File: config.mk
export PLATFORM = sky130hd
export DESIGN_NAME = pipe_ctrl
export DESIGN_NICKNAME = d
export VERILOG_FILES = /design/src/rtl/pipe_ctrl.sv
export SDC_FILE = /design/constraint.sdc
export NUM_CORES = 1
export LEC_CHECK = 0
export CORE_UTILIZATION = 42
export CTS_CLUSTER_SIZE = 14
export DETAILED_ROUTE_END_ITERATION = 6
export PLACE_DENSITY = 0.75
export SLEW_MARGIN = 20
export SYNTH_ARGS = -nofsm -noshare
export SYNTH_HDL_FRONTEND = slang
export SYNTH_SLANG_ARGS = --single-unit
File: constraint.sdc
create_clock -name clk -period 2.8 [get_ports clk]
set_input_delay 0.42 -clock clk [delete_from_list [all_inputs] [get_ports clk]]
set_output_delay 0.42 -clock clk [all_outputs]
set_load 0.01 [all_outputs]
File: src/rtl/pipe_ctrl.sv
// Hazard and exception controller for the five-stage MIPS pipeline: stall/bubble
// controls, HI/LO busy window sequencing and a free-running stall-cycle counter.
module pipe_ctrl #(
    parameter int MULT_CYC = 5,
    parameter int DIV_CYC  = 10
) (
    input  logic        clk,
    input  logic        reset,
    input  logic [4:0]  D_rs,
    input  logic [4:0]  D_rt,
    input  logic [1:0]  D_rs_tuse,
    input  logic [1:0]  D_rt_tuse,
    input  logic [4:0]  E_GRF_A3,
    input  logic [4:0]  M_GRF_A3,
    input  logic [1:0]  E_tnew,
    input  logic [1:0]  M_tnew,
    input  logic        D_md,
    input  logic        E_md_start,
    input  logic        E_md_div,
    input  logic        D_eret,
    input  logic        E_mtc0_epc,
    input  logic        M_mtc0_epc,
    input  logic        int_req,
    output logic        F_en,
    output logic        D_en,
    output logic        E_clr,
    output logic        req,
    output logic        md_busy,
    output logic        stall,
    output logic [31:0] stall_cnt
);

    localparam logic [3:0] MULT_LOAD = 4'(MULT_CYC);
    localparam logic [3:0] DIV_LOAD  = 4'(DIV_CYC);

    logic [3:0] md_cnt;
    logic       hz_rs;
    logic       hz_rt;
    logic       hz_md;
    logic       hz_eret;

    // A tuse of 3 can never be below a 2-bit tnew, so unused operands never stall.
    always_comb begin
        hz_rs = (D_rs != 5'd0) &&
                (((D_rs == E_GRF_A3) && (D_rs_tuse < E_tnew)) ||
                 ((D_rs == M_GRF_A3) && (D_rs_tuse < M_tnew)));
        hz_rt = (D_rt != 5'd0) &&
                (((D_rt == E_GRF_A3) && (D_rt_tuse < E_tnew)) ||
                 ((D_rt == M_GRF_A3) && (D_rt_tuse < M_tnew)));
        hz_md   = D_md && (md_busy || E_md_start);
        hz_eret = D_eret && (E_mtc0_epc || M_mtc0_epc);
        stall   = hz_rs || hz_rt || hz_md || hz_eret;
    end

    // The exception request overrides the stall so the flush can proceed.
    always_comb begin
        req = int_req;
        if (req) begin
            F_en  = 1'b1;
            D_en  = 1'b1;
            E_clr = 1'b0;
        end else if (stall) begin
            F_en  = 1'b0;
            D_en  = 1'b0;
            E_clr = 1'b1;
        end else begin
            F_en  = 1'b1;
            D_en  = 1'b1;
            E_clr = 1'b0;
        end
    end

    // A start being flushed by req is dropped; a running count is not cancelled.
    always_ff @(posedge clk or posedge reset) begin
        if (reset) begin
            md_cnt <= 4'd0;
        end else if (E_md_start && !req) begin
            md_cnt <= E_md_div ? DIV_LOAD : MULT_LOAD;
        end else if (md_cnt != 4'd0) begin
            md_cnt <= md_cnt - 4'd1;
        end
    end

    assign md_busy = (md_cnt != 4'd0);

    always_ff @(posedge clk or posedge reset) begin
        if (reset) begin
            stall_cnt <= 32'd0;
        end else if (stall && !req) begin
            stall_cnt <= stall_cnt + 32'd1;
        end
    end

endmodule

# Yosys cells after proc, flatten, opt, wreduce, memory -nomap -nowiden
# Index checks and enable logic that the tools add are counted.
totals:
  reg_bits: 36
  word_cells: 41
  output_inout_bits: 38
op_classes:
  n_reduce_logical: 22
  n_eq_ne: 4
  mux: 7
  n_lt_le_gt_ge: 4
  n_addsub: 2
ops:
  columns: ["op", "count"]
  rows:
  - ["adder 32 x 1 -> 32 bit, second input constant", 1]
  - ["equality test 5 bit", 4]
  - ["2-to-1 mux 4 bit", 3]
  - ["logical AND 1 bit", 10]
  - ["nonzero test 5 bit", 2]
  - ["less-than comparator 2 bit", 4]
  - ["logical OR 1 bit", 7]
  - ["2-to-1 mux 1 bit", 4]
  - ["nonzero test 4 bit", 1]
  - ["subtractor 4 x 1 -> 4 bit, second input constant", 1]
  - ["nonzero test 2 bit", 1]
  - ["logical NOT 1 bit", 1]

# Logic depth before layout (Yosys ltp)
depth:
  ltp_word: 9
  mapped_depth: 10
  ltp_nobuf: 9

# Worst setup path after synthesis
# No wires, ideal clock.
synth_path:
  path_kind: "input -> output"
  start: "in E_tnew[1]"
  end: "out F_en"
  stages: 9
  t_arrival_ns: 2.019
  setup_slack_ns: 0.361
  path_cell_list: "inv_1 > ha_1 > a2111oi_0 > nand4_1 > a21oi_1 > nor3_2 > or2_2 > clkbuf_1 > buf_4"
synth_between:
  elab_chain_len: 9
  elab_cells_between_ends: 13
synth_rtl:
  columns: ["item", "line_no", "text"]
  rows:
  - ["start, declared", "15", "input logic [1:0] E_tnew,"]
  - ["less-than comparator 2 bit, on equally long branches", "45, 48", null]
  - ["logical AND 1 bit, on equally long branches", "45, 48", null]
  - ["logical OR 1 bit, on equally long branches", "45, 48", null]
  - ["logical AND 1 bit, on equally long branches", "44, 47", null]
  - ["logical OR 1 bit * (3 in series)", "52", "stall = hz_rs || hz_rt || hz_md || hz_eret;"]
  - ["2-to-1 mux 1 bit * (2 in series)", null, null]
  - ["end, declared", "24", "output logic F_en,"]
# Every way passes the cells marked *; elsewhere a longest branch is shown, timed or not.

# Worst setup path after layout
layout_path:
  start: "in D_rt[2]"
  end: "out E_clr"
layout_between:
  elab_chain_len: 9
  elab_cells_between_ends: 12
layout_rtl:
  columns: ["item", "line_no", "text"]
  rows:
  - ["start, declared", "10", "input logic [4:0] D_rt,"]
  - ["equality test 5 bit, on equally long branches", "48, 49", null]
  - ["logical AND 1 bit, on equally long branches", "48, 49", null]
  - ["logical OR 1 bit", "48", "(((D_rt == E_GRF_A3) && (D_rt_tuse < E_tnew)) ||"]
  - ["logical AND 1 bit *", "47", "hz_rt = (D_rt != 5'd0) &&"]
  - ["logical OR 1 bit * (3 in series)", "52", null]
  - ["2-to-1 mux 1 bit *", "62", "end else if (stall) begin"]
  - ["2-to-1 mux 1 bit *", "58", "if (req) begin"]
  - ["end, declared", "26", "output logic E_clr,"]
# Marked as above.

==> impl_metrics.tcl <==
set metrics [dict create \
    outcome "completed" \
    vias 1916 \
    globalplace.congestion 0.874 \
    hold_slack_ps 472 \
    top_ports 75 \
    synth_async_sr_flop_share_pct 100 \
    finish.net_count 353 \
    relSlewSlack_pct 70.5 \
    post_route_cells_drive_above_1_share_pct 16.5 \
    peak_supply_drop_uv 357 \
    netlist_instances 214 \
    nFillCells 384 \
    grt_antenna_before_repair 0 \
    route.detailed.drc 0 \
    grt_start_max_net_pins 37 \
    global_route_wire_length_before_repair_um 8890 \
    n_antenna_cell 0 \
    worstPathArrival_ps 2310 \
    cp-start-kind "input port" \
    finalWorstPathRequiredPeriod_ps 2730 \
    max_freq_mhz 366 \
    die_h_um 73.8 \
    max_cap_viol_count 0 \
    placeableCoreArea_sq_um 4850 \
    drt_pre_antenna_iters 4 \
    globalRoute.totalOverflow 0 \
    power.density_cell_area_nw_per_um2 486 \
    clk_latency_ps 280 \
    clk_root_buffer_cell "clkbuf_8" \
    die_area_sq_um 5440 \
    die_width_um 73.8 \
    dpl.cell_count 366 \
    post_synth_cell_types 36 \
    synth_to_layout_area_growth_pct 53.9 \
    total_leakage_power_nw 1.52 \
    timing.critical_path.required_ps 2380 \
    finalHoldViolCount 0 \
    place_hpwl_um 4050 \
    synthesis.area_sq_um 2160 \
    number_of_global_route_vias_before_repair 1891 \
    avg_vias_per_cell 5.08 \
    ff_latch_area_sq_um 901 \
    initial_core_util_pct 44.6 \
    criticalPathCategory "in2out" \
    setup_viol_count_final 0 \
    cts_buffers 5 \
    worst_slew_pin_slew_ps 442 \
    final_core_utilization_pct 68.6 \
    maximum_level_of_the_cts_h_tree 2 \
    numClockSinks 36 \
    postCtsHoldBufs 0 \
    gr-usage-all-layers_pct 21.8 \
    critical_path.endpoint_type "output pin" \
    post_synth.cell_area_avg_sq_um 10.1 \
    multiInputGateArea_sq_um 1280 \
    cts_max_path_buffers 2 \
    drt-total-wl_um 5500 \
    use_met3_pct 3.84 \
    yosysWarnings 0 \
    ys.flop_type "dfrtp_1" \
    post-route-period-util_pct 97.5 \
    mappedNetlistNets 258 \
    final_max_slew_viol_count 0 \
    rsz_0062_raised_after_global_routing "no" \
    synth_seq_cells 36 \
    clkSlewWorstSetupHoldPaths_ps 70 \
    grtUsageMet1_pct 29.3 \
    globalRouteMet2Util_pct 35.1 \
    synth_enable_flop_cells 0 \
    antenna_violating_nets_post_route 0 \
    tritoncts "yes" \
    finClkSkew_ps 3.60 \
    crit_fanout 4 \
    drt-wirelength-per-cell_um 14.6 \
    finish.cell_count_without_fillers 377 \
    grt_busiest_layer "met2" \
    yosysSeqAreaShare_pct 41.7 \
    worst_hold_path_type "reg2reg" \
    numPortBuffers 74 \
    drtIter0Drc 84 \
    fp-row-count 25 \
]
-- cell families after synthesis --
family	share of synthesized area, %
adders and majority gates	4.05
muxes	0.521
buffers and inverters	3.70
DFF	41.7
xor gates and xnor gates	21.9
and+or+nand+nor	24.8
AOI/OAI and AO/OA	3.41
-- metrics by stage --
step / instance area (sq um) / setup slack, ps / setup TNS [ps] / total power, mW
after floorplan: 2160 / 361 / 0 / 0.947
final: 3330 / 69.1 / 0 / 1.62
after CTS: 3320 / 1.01 / 0 / 1.63
after global placement: 3100 / -606 / -4160 / 1.20
after global routing: 3330 / 4.35 / 0 / 1.72
after detailed placement: 3100 / -637 / -5750 / 1.21
-- synth_stat cells (all sizes together), types with 3 or more instances --
library cell | count | area share (%)
dfrtp | 36 | 42
ha | 7 | 4.1
nor4 | 6 | 2.4
xnor2 | 16 | 6.5
or2 | 3 | 0.87
inv | 11 | 1.9
nand2 | 14 | 2.4
buf | 3 | 0.93
nand3 | 7 | 1.9
clkbuf | 5 | 0.87
nor3b | 4 | 1.4
nor3 | 17 | 4.4
a21oi | 3 | 0.69
o21ai | 7 | 1.6
nor2 | 7 | 1.2
nor4b | 7 | 3.4
xor2 | 38 | 15
nand4 | 7 | 2.7
nand2b | 3 | 0.87
-- worst max-delay path: stages --
cell             delay [ps]
clkdlybuf4s50_1         500
xor2_1                  210
nor4_4                  310
nand4_1                 160
a21oi_2                 210
nor3_4                   80
or2_4                   270
inv_1                    50
buf_2                   110
-- registers in the layout (all words and copies together) (netlist names) --
signal,count
md_cnt,4
stall_cnt,32
-- power breakdown --
group	switching [mW]	internal, mW
sequential	0.0801	0.593
clock	0.167	0.200
combinational	0.257	0.319
total	0.504	1.11
-- worst paths after layout --
path / startpoint / end / slack, ps / cells after the start
worst max-delay path: D_rt[2] / E_clr / 70 / 9
max in group asynchronous: reset / stall_cnt[6] / 1950 / 3
worst max register to register: md_cnt[0] / stall_cnt[21] / 560 / 11
worst min-delay path: stall_cnt[31] / stall_cnt[31] / 470 / 1
worst min register to register: stall_cnt[31] / stall_cnt[31] / 470 / 1
min in group asynchronous: reset / stall_cnt[19] / 540 / 3
-- layout make-up --
class                   instances  area share (%)
inverters                      11            1.24
well taps                      67            2.52
clock buffers                   8            2.71
multi-input cells             159            38.5
flip-flops and latches         36            27.1
repair buffers                 96            27.9
-- cell usage in the layout (no fill, tap or decap), drive strengths merged --
master,count
nand2,14
clkbuf,8
nand3,7
xor2,38
inv,11
dlymetal6s2s,2
or2,3
o22ai,1
a2111oi,2
and3,2
buf,24
nor3,17
o21ai,7
dlygate4sd2,3
dfrtp,36
and2,1
mux2,1
nand4,7
and4,2
nor2b,1
nor2,7
nor4b,7
or4,2
nor3b,4
a21oi,3
clkdlybuf4s15,1
nand4b,1
nor4,6
clkdlybuf4s50,65
nand2b,3
ha,7
xnor2,16
bufbuf,1
-- layer usage --
metal / share of wire, % / vias to the layer above
li1: - / 935
met1: 45 / 921
met2: 49 / 50
met3: 4.9 / 10
met4: 1.4 / 0
met5: 0 / -
-- what timing repair did --
action                     4_1_cts  5_1_grt
gates cloned                     1        0
resized for setup               32        5
pin swaps                        6        9
setup endpoints to repair        4        4
setup buffers                    2        0
Note: power is estimated with default switching activity, not from simulation.
==> patch 1, RTL diff (same settings) <==
Register the input `E_md_div` before use, with the module's reset. The logic sees it one clock later. The other inputs are not delayed to match.
--- a/src/rtl/pipe_ctrl.sv
+++ b/src/rtl/pipe_ctrl.sv
@@ -32,6 +32,16 @@
 
     localparam logic [3:0] MULT_LOAD = 4'(MULT_CYC);
     localparam logic [3:0] DIV_LOAD  = 4'(DIV_CYC);
+
+    logic E_md_div_q;
+
+    always_ff @(posedge clk or posedge reset) begin
+        if (reset) begin
+            E_md_div_q <= '0;
+        end else begin
+            E_md_div_q <= E_md_div;
+        end
+    end
 
     logic [3:0] md_cnt;
     logic       hz_rs;
@@ -75,7 +85,7 @@
         if (reset) begin
             md_cnt <= 4'd0;
         end else if (E_md_start && !req) begin
-            md_cnt <= E_md_div ? DIV_LOAD : MULT_LOAD;
+            md_cnt <= E_md_div_q ? DIV_LOAD : MULT_LOAD;
         end else if (md_cnt != 4'd0) begin
             md_cnt <= md_cnt - 4'd1;
         end
Behaviour: not the same (a bounded check fails within 10 cycles, from zero or initial values and one cycle with reset high).
==> patch 1 against the unedited design <==
- design area grew 1.3%
- sequential cell count grew 1
- sequential power rose by 2%
- synthesized cell count grew 0.47%
- register-to-register slack barely moved
- power is 3.4% higher
- worst setup slack better by 11 ps
- synthesized area grew 1.2%
- routed wire length is 1.8% higher
- clock skew fell by 1.1 ps
- first-iteration DRC count increased by 24%
==> patch 1: results (changes against the unedited design) <==
Run status
  – Status: complete, no violations

CTS
  – Clk slew on worst S/H paths: 70 ps (about the same)
  – Worst-case clock buffer depth: 2 (unchanged)
  – Clock insertion delay at the later pin of the skew report: between 200 and 300 ps
  – Cts bufs inserted: 5 (unchanged)
  – CTS H-tree depth: 2 (unchanged)
  – Clk Tree Root Cell: clkbuf_8

Global route
  – GRT Total Usage: 21.8% (+0.025 points)
  – Global-route wire length before repair: 8910 um (+0.23%)
  – Total grt overflow: 0 (unchanged)
  – GR Layer Usage met2: 35.1% (about the same)
  – Initial antenna violation count: 0 (unchanged)
  – Met1 Use GR: 28.7% (-0.55 points)
  – GR Util met3: 4.34% (+0.50 points)
  – Vias in the first global route: 1895 (+0.21%)
  – Largest net degree at the start of global routing: 38 (+2.7%)

Setup path
  – R2R Path Start: md_cnt[0]
  – Worst Path Arrival: approximately 2300 ps
  – Worst R2R Path Depth: 11 (unchanged)
  – Worst-case register-to-register setup slack: 560 ps (about the same)
  – Crit-path slowest cell: or4_1
  – Reg2reg end: stall_cnt[23]
  – Worst Path Max Fanout: 3 (-1)
  – CP max stage delay: 530 ps (+30 ps)

Yosys
  – Syn nets: 259 (+0.39%)
  – Post-synth cell types: 36 (unchanged)
  – Register area share after synthesis: 42.3% (+0.67 points)
  – Yosys warning count: 0 (unchanged)
  – Synth area leaders: dfrtp_1 42%, xor2_1 15%, xnor2_1 6.4%
  – Cells after Synth: 215 (+0.47%)
  – Top FF cell, synth: dfrtp_1
  – Share of synthesized registers carrying an async set or reset: 100% (unchanged)
  – Commonest cells post-synth: 38 x xor2_1, 37 x dfrtp_1, 16 x xnor2_1

Layout
  – Fraction of layout cells with a size suffix above 1: 17.4% (+0.97 points)
  – # fillers: 394 (+2.6%)
  – Ant. Diodes: 0 (unchanged)
  – Biggest regs: stall_cnt x32, md_cnt x4, E_md_div_q x1
  – Final nets: 353 (unchanged)
  – Post-Layout Cell Count: 377 (unchanged)

Placement
  – IO Port Bufs: 74 (unchanged)
  – Setup WS pre-CTS: -674 ps (-36.6 ps)
  – Post-DP HPWL: 4070 um (+0.34%)
  – Dpl cells: 366 (unchanged)
  – Placement Cell Area: 3110 um2 (+0.57%)
  – GP Congestion: 0.889 (+1.8%)

Hold path
  – Hold path endpoint: stall_cnt[31]
  – Hold Crit Start: stall_cnt[31]
  – WHS Path Cells: 1 (unchanged)
  – Worst Hold Class: flop to flop

Timing
  – Clock skew: 2.50 ps (-1.09 ps)
  – Final Cycle Share: 97.1% (-0.41 points)
  – Hold Fails Final Rpt: 0 (unchanged)
  – Worst-Margin Slew: 462 ps (+19.1 ps)

Routing
  – Initial drt markers: 104 (+24%)
  – Wirelength per Cell: 14.9 um (+1.8%)
  – Pre-antenna DRT Iters: 4 (unchanged)
  – Via density: 5.04 (-0.84%)

Power
  – Leakage: 0.00157 uW (+3.4%)
  – VDD IR max: 0.436 mV (+22%)
## patch 1: metal layers
| metal | wire length, um | up-vias |
|---|---|---|
| met3 | 178 | 14 |
| met4 | 138 | 0 |
| met2 | 2730 | 36 |
| li1 | - | 928 |
| met1 | 2550 | 922 |
| met5 | 0 | - |
## patch 1: cell type report
type | count | area share, %
clock buffer | 7 | 2.86
inverter | 11 | 1.22
timing repair buffer | 95 | 27.7
tap | 67 | 2.49
multi-input combinational | 159 | 38.1
sequential | 37 | 27.5
clock inverter | 1 | 0.148
## patch 1: timing repair
item,CTS,global route
setup buffers,2,0
hold buffers,0,0
endpoints found under the hold margin,0,0
gates cloned,1,0
pin swaps,7,9
resized for setup,33,10
setup endpoints to repair,4,4
## patch 1: worst max path at each step
stage / from / end / cells past startpoint
2_1_floorplan: E_tnew[1] / F_en / 9
3_3_place_gp: E_tnew[1] / E_clr / 10
3_5_place_dp: E_tnew[1] / E_clr / 10
4_1_cts: D_rt_tuse[1] / E_clr / 9
5_1_grt: D_rs[1] / stall / 9
6_report: D_rs[1] / stall / 9
## patch 1: kinds of logic (layout without fill, tap and decap cells)
family | after synthesis | after routing | synth area share [%]
mux | 1 | 1 | 0.515
flops | 37 | 37 | 42.3
simple gates | 84 | 84 | 24.5
compound gates | 13 | 13 | 3.38
buf+inv | 19 | 114 | 3.66
xor+xnor | 54 | 54 | 21.6
fa+ha+maj | 7 | 7 | 4.00
## patch 1: power by group
group | switching, uW | total (uW) | internal (uW)
combinational | 260 | 579 | 319
clock | 184 | 406 | 222
sequential | 78.5 | 686 | 608
total | 522 | 1670 | 1150
## patch 1: critical path: cells and delay by family
family | cells | cell delay, ps
and+or+nand+nor | 3 | 850
buffers and inverters | 5 | 980
AOI/OAI and AO/OA | 1 | 60
## patch 1: metrics by stage
step	hold WS [ps]	total power (uW)	TNS, ps	util [%]
after floorplan	451	963	0	-
after global placement	460	1200	-4140	63.8
after detailed placement	460	1220	-6740	63.8
after CTS	475	1670	0	68.4
after global routing	505	1760	0	69.1
final	473	1670	0	69.1
==> patch 2, RTL diff (config.mk and constraints unchanged) <==
Made on the original files. `DIV_CYC`: 10 -> 9.
--- a/src/rtl/pipe_ctrl.sv
+++ b/src/rtl/pipe_ctrl.sv
@@ -2,7 +2,7 @@
 // controls, HI/LO busy window sequencing and a free-running stall-cycle counter.
 module pipe_ctrl #(
     parameter int MULT_CYC = 5,
-    parameter int DIV_CYC  = 10
+    parameter int DIV_CYC  = 9
 ) (
     input  logic        clk,
     input  logic        reset,
Formal check against the unedited RTL: no difference found for any inputs over 10 cycles, from zero or initial values and one cycle with reset high; that may be too few to reach the edited logic, so the function may still have changed.
==> patch 2 against the unedited design <==
- synthesized area down 1.4%
- sequential cell count unchanged
- routed wire length down 11%
- worst setup slack better by 53 ps
- fmax up 2.0%
- largest power group unchanged
- power down 5.5%
- via count down 5.9%
- design area down 3.5%
- register-to-register slack better by 110 ps
- synthesized cell count down 6.1%
==> patch 2: results (changes against the unedited design) <==
Placement
  – Setup WS pre-CTS: -282 ps (+355 ps)
  – IO Port Bufs: 74 (unchanged)
  – Dpl cells: 359 (-1.9%)
  – Placement Cell Area: 3090 um2 (-0.32%)
  – Post-DP HPWL: 3840 um (-5.3%)
  – GP Congestion: 0.817 (-6.5%)

Global route
  – Largest net degree at the start of global routing: 37 (unchanged)
  – Initial antenna violation count: 0 (unchanged)
  – Global-route wire length before repair: 8220 um (-7.5%)
  – GRT Total Usage: 20.2% (-1.6 points)
  – Vias in the first global route: 1771 (-6.3%)

Setup path
  – Worst R2R Path Depth: 7 (-4)
  – Worst-case register-to-register setup slack: 670 ps (+110 ps)
  – Worst Path Arrival: 2260 ps (-50 ps)
  – Reg2reg end: stall_cnt[25]
  – Worst Path Max Fanout: 3 (-1)
  – Crit-path slowest cell: clkdlybuf4s50_1
  – CP top delay family: buffers and inverters
  – CP max stage delay: 410 ps (-90 ps)
  – R2R Path Start: stall_cnt[4]

Layout
  – Fraction of layout cells with a size suffix above 1: 17.0% (+0.55 points)
  – Ant. Diodes: 0 (unchanged)
  – Final nets: 344 (-2.5%)
  – Post-Layout Cell Count: 367 (-2.7%)
  – Biggest regs: stall_cnt x32, md_cnt x4
  – # fillers: 417 (+8.6%)

Yosys
  – Register area share after synthesis: 42.3% (+0.59 points)
  – Synth area leaders: dfrtp_1 42%, xnor2_1 14%, xor2_1 8.2%
  – Top FF cell, synth: dfrtp_1
  – Avg Inst Size Synth: 10.6 um2 (+5.0%)
  – Yosys warning count: 0 (unchanged)
  – Synth top area share: 42.3% (+0.59 points)
  – Syn nets: 245 (-5.0%)
  – Commonest cells post-synth: 36 x dfrtp_1, 33 x xnor2_1, 20 x xor2_1
  – Share of synthesized registers carrying an async set or reset: 100% (unchanged)
  – Post-synth cell types: 33 (-8.3%)

CTS
  – Clock insertion delay at the later pin of the skew report: 280 ps (about the same)
  – Clk Tree Root Cell: clkbuf_8
  – CTS H-tree depth: 2 (unchanged)
  – Clk slew on worst S/H paths: ~60 ps
  – Cts bufs inserted: 5 (unchanged)
  – Worst-case clock buffer depth: 2 (unchanged)

Routing
  – Pre-antenna DRT Iters: 4 (unchanged)
  – Detail Route Antenna Nets: 0 (unchanged)
  – Via density: 4.91 (-3.3%)
  – Wirelength per Cell: 13.3 um (-8.7%)
  – Initial drt markers: 77 (-8.3%)

Hold path
  – Hold Crit Start: stall_cnt[31]
  – WHS Path Cells: 1 (unchanged)
  – Worst Hold Class: flop to flop
  – Hold path endpoint: stall_cnt[31]

Power
  – Leakage: 0.00140 uW (-8.2%)
  – VDD IR max: 0.289 mV (-19%)
  – Net Sw Power: 478 uW (-5.2%)

Floorplanning
  – Area of the die: 5370 um2 (-1.4%)

Run status
  – Status: complete, no violations

Timing
  – Worst-Margin Slew: 450 ps (+7.64 ps)
  – Hold Fails Final Rpt: 0 (unchanged)
  – Clock skew: 5.25 ps (+1.66 ps)
patch 2: cell types whose count changed after synthesis, sizes merged, moves of 4 or more:
cell / change
xor2: -18
xnor2: +17
nor3: -16
nand4: +11
nor4b: -7
and3: +6
clkbuf: -4
nor2: +4
nor3b: -4
patch 2: metrics by stage:
step	TNS (ps)	hold slack [ps]	util, %	power, uW
after floorplan	0	503	-	933
after CTS	0	483	66.2	1530
after global routing	0	512	66.7	1620
final	0	473	66.7	1530
after global placement	-891	459	64.1	1170
after detailed placement	-1050	474	64.1	1190
patch 2: cells by family (layout without fill, tap and decap cells):
logic type,Yosys count,in the layout,share of synthesized area [%]
mux,1,1,0.528
buf+inv,15,114,3.40
flops,36,36,42.3
xor+xnor,53,53,21.8
simple gates,74,74,19.8
fa+ha+maj,7,7,4.11
compound gates,15,15,8.16
patch 2: worst max-delay path by stage:
stage                    from     to  slack [ps]  cells past startpoint
floorplan           E_tnew[1]   F_en         410                      9
global placement    E_tnew[1]  stall        -250                      9
detailed placement  E_tnew[1]  stall        -280                      9
CTS                 E_tnew[1]   F_en           3                      9
global route          D_rs[1]  stall          50                      9
finish                D_rt[3]  E_clr         120                      8
patch 2: final cells by class:
| type | count | area share [%] |
|---|---|---|
| multi-input cells | 150 | 37.6 |
| clock buffers | 6 | 2.26 |
| flip-flops and latches | 36 | 28.0 |
| repair buffers | 97 | 28.2 |
| clock inverters | 1 | 0.156 |
| well taps | 67 | 2.61 |
| inverters | 10 | 1.17 |
patch 2: layer usage:
| metal | GRT usage [%] | part of all wire [%] | routed length (um) | vias up |
|---|---|---|---|---|
| met4 | 5.88 | 1.0 | 49 | 0 |
| met3 | 4.80 | 5.2 | 252 | 4 |
| met1 | 26.0 | 44 | 2160 | 835 |
| met2 | 33.7 | 50 | 2430 | 67 |
| met5 | 0 | 0 | 0 | - |
| li1 | - | - | - | 897 |
patch 2: what timing repair did:
action                                 CTS  global route
setup buffers                            1             0
pin swaps                                3             7
setup endpoints to repair                4             4
endpoints found under the hold margin    0             0
gates resized for setup                 10            11
hold buffers                             0             0
patch 2: power groups by stage:
stage | registers, uW | clock network, uW | logic [uW]
finish | 683 | 338 | 507
global route | 693 | 372 | 556
CTS | 680 | 346 | 505
detailed placement | 689 | 0 | 501
global placement | 687 | 0 | 486
floorplan | 693 | 0 | 239
